[src/rtl/i2s_tx_stereo.sv]
// I2S / left-justified stereo transmitter, master mode, single clock aud_xck.
// Define I2S_TX_UNDERRUN_CNT_EN to add the saturating underrun_cnt output.
module i2s_tx_stereo #(
    parameter int DATA_W  = 16,
    parameter int SLOT_W  = 32,
    parameter int BCK_DIV = 3,
    parameter int JUSTIFY = 0
) (
    input  logic              aud_xck,
    input  logic              reset_n,
    input  logic              s_valid,
    output logic              s_ready,
    input  logic [DATA_W-1:0] s_left,
    input  logic [DATA_W-1:0] s_right,
    output logic              aud_bck,
    output logic              aud_lrck,
    output logic              aud_data,
    output logic              underrun
`ifdef I2S_TX_UNDERRUN_CNT_EN
    ,
    output logic [15:0]       underrun_cnt
`endif
);

    localparam int DW = (BCK_DIV > 1) ? $clog2(BCK_DIV) : 1;
    localparam int BW = $clog2(2 * SLOT_W);
    localparam logic [BW-1:0] LAST = BW'(2 * SLOT_W - 1);
    localparam logic [DATA_W-1:0] MSB = {1'b1, {(DATA_W - 1) {1'b0}}};

    generate
        if (JUSTIFY == 0 && DATA_W > SLOT_W - 1) begin : g_cfg_err
            $error("i2s_tx_stereo: DATA_W must not exceed SLOT_W-1 in I2S mode");
        end
    endgenerate

    logic [DW-1:0]     r_div;
    logic              r_bck;
    logic [BW-1:0]     r_bit;
    logic              r_lrck;
    logic              r_data;
    logic              r_underrun;
    logic              r_hold_full;
    logic [DATA_W-1:0] r_hold_l;
    logic [DATA_W-1:0] r_hold_r;
    logic [DATA_W-1:0] r_buf_l;
    logic [DATA_W-1:0] r_buf_r;

    logic              w_tick;
    logic              w_fall;
    logic              w_fstart;
    logic              w_accept;
    logic [BW-1:0]     w_bit_nxt;
    logic              w_lrck_nxt;
    logic [BW-1:0]     w_k;
    logic [BW-1:0]     w_sh_amt;
    logic              w_bit_ok;
    logic [DATA_W-1:0] w_buf_l_nxt;
    logic [DATA_W-1:0] w_buf_r_nxt;
    logic [DATA_W-1:0] w_word;
    logic [DATA_W-1:0] w_mask;
    logic              w_data_nxt;

    assign w_tick   = (r_div == DW'(BCK_DIV - 1));
    assign w_fall   = w_tick && r_bck;
    assign w_fstart = w_fall && (r_bit == LAST);
    assign w_accept = s_valid && !r_hold_full;

    // Next slot position, next buffer contents and the bit that goes out with them
    always_comb begin
        w_buf_l_nxt = r_buf_l;
        w_buf_r_nxt = r_buf_r;
        w_bit_ok    = 1'b0;
        w_sh_amt    = '0;
        if (w_fstart) begin
            w_buf_l_nxt = r_hold_full ? r_hold_l : '0;
            w_buf_r_nxt = r_hold_full ? r_hold_r : '0;
        end
        w_bit_nxt  = (r_bit == LAST) ? '0 : r_bit + BW'(1);
        w_lrck_nxt = (w_bit_nxt >= BW'(SLOT_W));
        w_k        = w_lrck_nxt ? w_bit_nxt - BW'(SLOT_W) : w_bit_nxt;
        w_word     = w_lrck_nxt ? w_buf_r_nxt : w_buf_l_nxt;
        if (JUSTIFY != 0) begin
            w_bit_ok = (w_k < BW'(DATA_W));
            w_sh_amt = w_k;
        end else begin
            w_bit_ok = (w_k != '0) && (w_k <= BW'(DATA_W));
            w_sh_amt = w_k - BW'(1);
        end
        w_mask     = MSB >> w_sh_amt;
        w_data_nxt = w_bit_ok && |(w_word & w_mask);
    end

    // BCK divider: toggle aud_bck every BCK_DIV master clocks
    always_ff @(posedge aud_xck or negedge reset_n) begin
        if (!reset_n) begin
            r_div <= '0;
            r_bck <= 1'b0;
        end else if (w_tick) begin
            r_div <= '0;
            r_bck <= ~r_bck;
        end else begin
            r_div <= r_div + DW'(1);
        end
    end

    // Bit position, word select and serial data move together on BCK falls
    always_ff @(posedge aud_xck or negedge reset_n) begin
        if (!reset_n) begin
            r_bit  <= LAST;
            r_lrck <= 1'b0;
            r_data <= 1'b0;
        end else if (w_fall) begin
            r_bit  <= w_bit_nxt;
            r_lrck <= w_lrck_nxt;
            r_data <= w_data_nxt;
        end
    end

    // One-entry hold register; emptied only when a frame consumes it
    always_ff @(posedge aud_xck or negedge reset_n) begin
        if (!reset_n) begin
            r_hold_full <= 1'b0;
            r_hold_l    <= '0;
            r_hold_r    <= '0;
        end else if (w_accept) begin
            r_hold_full <= 1'b1;
            r_hold_l    <= s_left;
            r_hold_r    <= s_right;
        end else if (w_fstart) begin
            r_hold_full <= 1'b0;
        end
    end

    // Shift buffers are frozen for the whole frame
    always_ff @(posedge aud_xck or negedge reset_n) begin
        if (!reset_n) begin
            r_buf_l <= '0;
            r_buf_r <= '0;
        end else begin
            r_buf_l <= w_buf_l_nxt;
            r_buf_r <= w_buf_r_nxt;
        end
    end

    // Single-cycle flag when a frame starts with nothing held
    always_ff @(posedge aud_xck or negedge reset_n) begin
        if (!reset_n) begin
            r_underrun <= 1'b0;
        end else begin
            r_underrun <= w_fstart && !r_hold_full;
        end
    end

`ifdef I2S_TX_UNDERRUN_CNT_EN
    logic [15:0] r_ur_cnt;

    // Saturating count of underrun events
    always_ff @(posedge aud_xck or negedge reset_n) begin
        if (!reset_n) begin
            r_ur_cnt <= '0;
        end else if (w_fstart && !r_hold_full && r_ur_cnt != 16'hFFFF) begin
            r_ur_cnt <= r_ur_cnt + 16'd1;
        end
    end

    assign underrun_cnt = r_ur_cnt;
`endif

    assign s_ready  = !r_hold_full;
    assign aud_bck  = r_bck;
    assign aud_lrck = r_lrck;
    assign aud_data = r_data;
    assign underrun = r_underrun;

endmodule

[config.mk]
export PLATFORM = sky130hd
export DESIGN_NAME = i2s_tx_stereo
export DESIGN_NICKNAME = d
export VERILOG_FILES = /design/src/rtl/i2s_tx_stereo.sv
export SDC_FILE = /design/constraint.sdc
export NUM_CORES = 1
export LEC_CHECK = 0
export ABC_CLOCK_PERIOD_IN_PS = 3300
export BUFFER_PORTS_ARGS = -buffer_cell sky130_fd_sc_hd__buf_2
export CORE_UTILIZATION = 35
export CTS_CLUSTER_SIZE = 16
export DETAILED_ROUTE_END_ITERATION = 7
export REMOVE_ABC_BUFFERS = 1
export SETUP_SLACK_MARGIN = 0.4
export SLEW_MARGIN = 25
export SYNTH_ARGS = -nofsm -noshare
export SYNTH_HDL_FRONTEND = slang
export SYNTH_SLANG_ARGS = --single-unit
[constraint.sdc]
create_clock -name aud_xck -period 3.3 [get_ports aud_xck]
set_input_delay 0.165 -clock aud_xck [delete_from_list [all_inputs] [get_ports aud_xck]]
set_output_delay 0.165 -clock aud_xck [all_outputs]
set_load 0.02 [all_outputs]
==> metrics.md <==
| Metric | Value |
|---|---|
| Status | complete, no violations |
| Reg clk slew, reported paths | 80 ps |
| Die area | around 11000 sq um |
| Worst hold slack | roughly 41 ps |
| Worst EP arrival | ~3000 ps |
| Vias in the first global route | between 2000 and 2500 |
| Worst slew pin tran | ~750 ps |
| H-tree level count | 3 |
| Flip-flop and latch area | slightly below 2000 sq um |
| Input/output buffers | 39 |
| Top delay family on crit path | multiplexers |
| Crit path buffers/inverters | 0 |
| CTS tree | done |
| Hold_sp | s_right[14] |
| Worst path max stage delay | approximately 690 ps |
| Pin count of the biggest net entering global routing | 78 |
| Area leader, netlist | dfrtp_1 |
| Minimum clock period | roughly 2700 ps |
| Crit Path Class | reg2reg |
| Post-synth EDFFs | 0 |
| R2R Setup Slk | between 500 and 600 ps |
| Simple-gate share of the synthesized area | 0.141 |
| Final setup viols | 0 |
| Worst R2R End | aud_data |
| IO Count | 40 |
| Top cells by count, synth | dfrtp_1, nand2_1, mux2_2 |
| Routed wire length | 7.06 mm |
| Reg-to-Reg Start | r_bit[0] |
| Core Area | around 10000 sq um |
| CTS buffer count | 9 |
| Leak | roughly 2.0 nW |
| Skew final | around 7.3 ps |
| Setup_tns | 0 ps |
| Pwr Density | 507 nW/um^2 |
| Distinct cells, synth | 52 |
| Share of cells above drive strength 1 | 0.316 |
| Clk sinks | 77 |
| Layout net count | about 430 |
| DR pass1 iterations | 4 |
| Max Slew Vio Count | 0 |
| GRT overflow | 0 |
| Top-count cell post-synth | dfrtp_1 |
| GRT Overall Usage | 0.140 |
| Async S/R FF share, synth | 1.00 |
| Clk root buf | clkbuf_8 |
| Rel. slew slack | 0.502 |
| Row Count | 37 |
| Warnings, synthesis | 0 |
| Hold path depth | 2 |
| Initial antenna violation count | 0 |
| Cell breakdown of the critical path | ha_4 -> and4_4 -> nand3_4 -> mux2_2 -> mux4_2 -> o22ai_1 -> nor4_1 -> a211oi_2 |
| Synth top area share | 0.473 |
| Yosys reg bits | 77 |
| WL per Instance | about 13 um |
| Vias per std cell | 4.80 |
| Fill cells | ~1000 |
| Initial drt markers | 129 |
| Worst Hold Class | in2reg |
| Mapped Cells | about 360 |
| Largest family of logic cells by synthesized area | multiplexers |
| Synth top area cells | dfrtp_1, mux2_2, nand2_1 |
| Final core utilization | 0.416 |
| ANT cells | 0 |
| Starting Density | 0.363 |
| Maxcap violations | 0 |
| Area of the multi-input gates | 1620 sq um |
| Slowest-stage cell, CP | dfstp_2 |
| Dpl hpwl | 4.79 mm |
| Avg Inst Size Synth | ~11 sq um |
| Synth Area in Adders | 0.00333 |
| Unrepaired setup endpoints after global routing | no |
| First-pass GRT wire length | between 10 and 15 mm |
| R2r worst-path depth | 8 |
| DRC violations left | 0 |
| Die Ht | approximately 110 um |
| Post-synthesis mux area share | 0.181 |
| Crit path required time | ~3600 ps |
| Layout area overhead | 14.8% |
| Synth Flop Type | dfrtp_1 |
| Final period util | 0.829 |
| Clk_lat worst skew | ~350 ps |
| Setup crit end kind | flip-flop |
| Critical Path Source Type | flip-flop |
| Post-Syn Area | roughly 3800 sq um |
| Via count | about 2600 |
| Post-route antenna net violation count | 0 |
| Seq/Total Area, Yosys | 0.514 |
| CP max FO | 13 |
| Final hold violation count | 0 |
| Placer Congestion | 0.811 |
| XOR/XNOR share of the synthesized area | 0.0140 |
| Max IR drop VDD | approximately 0.18 mV |
| Fmax | around 370 MHz |
| Max Root-Sink Buffers | 2 |
| Synth Area in Compound Gates | 0.0805 |
| Hold Path End | r_hold_r[14] |
| Die X | roughly 110 um |
## kinds of logic (layout without fill, tap and decap cells)
| group | after synthesis | in the layout |
|---|---|---|
| simple gates | 111 | 112 |
| flops | 77 | 77 |
| mux | 58 | 58 |
| buf+inv | 57 | 96 |
| compound gates | 45 | 45 |
| xor+xnor | 6 | 6 |
| fa+ha+maj | 1 | 1 |
## final cells by class
cell class,instances,area share
clock buffers,12,0.0336
flip-flops and latches,77,0.448
repair buffers,48,0.0638
clock inverters,4,0.0110
inverters,32,0.0278
well taps,136,0.0394
multi-input cells,222,0.376
## layer usage
metal,GRT usage,vias to the layer above,part of all wire
met2,0.212,47,0.44
met4,0.0714,0,0.020
met5,0,-,0
met1,0.190,1213,0.50
met3,0.0254,11,0.036
li1,-,1280,-
## through the flow
stage	setup WS, ps	instance area, sq um	total power, mW	cells
detailed placement	316	4070	1.50	513
global route	474	4320	2.31	531
finish	565	4320	2.19	531
floorplan	397	3630	1.39	330
global placement	408	4070	1.49	513
CTS	422	4270	2.22	529
## cells in the final DEF (no fill, tap or decap), types with 2 or more instances in the layout
cell      instances
nor3_1            2
nand3b_1          2
nand2_1          64
buf_2            38
dfrtp_1          71
xnor2_1           5
o211a_1           4
o22ai_1           3
a21oi_1           5
o31ai_1           3
o211ai_1          3
mux2_2           44
nand4_1           4
nor4b_1           2
mux2i_1           8
dfstp_2           6
or3_1             4
clkbuf_8         10
buf_6             2
nor2_1           12
clkbuf_1          2
nand2b_1          4
buf_4             7
mux4_2            3
nand3_1           3
o21ai_0          16
nor4_1            3
nand3_4           2
inv_1            32
mux2_1            2
clkinv_2          2
## repair_timing
action	CTS	global route
cloned	0	1
buffers inserted	0	0
endpoints found under the setup margin	1	1
hold endpoints to repair	0	71
hold buffers	0	1
gates resized for setup	2	4
## sequential cells by signal, summed over array words and instances (netlist names), 2 cells and up
register,cells
r_hold_r,16
r_hold_l,16
r_buf_r,16
r_bit,6
r_buf_l,16
r_div,2
## power by group
group / internal (mW) / switching (mW)
clock: 0.368 / 0.343
sequential: 1.10 / 0.0909
combinational: 0.172 / 0.117
## worst max path at each step
stage	startpoint	endpoint	slack (ps)	depth (start not counted)
3_3_place_gp	r_bit[0]	aud_data	410	8
3_5_place_dp	r_bit[0]	aud_data	320	9
2_1_floorplan	r_bit[0]	aud_data	400	8
5_1_grt	r_bit[0]	aud_data	470	8
4_1_cts	r_bit[0]	aud_data	420	8
6_report	r_bit[0]	aud_data	570	8
Power figures use the tool's default switching activity.
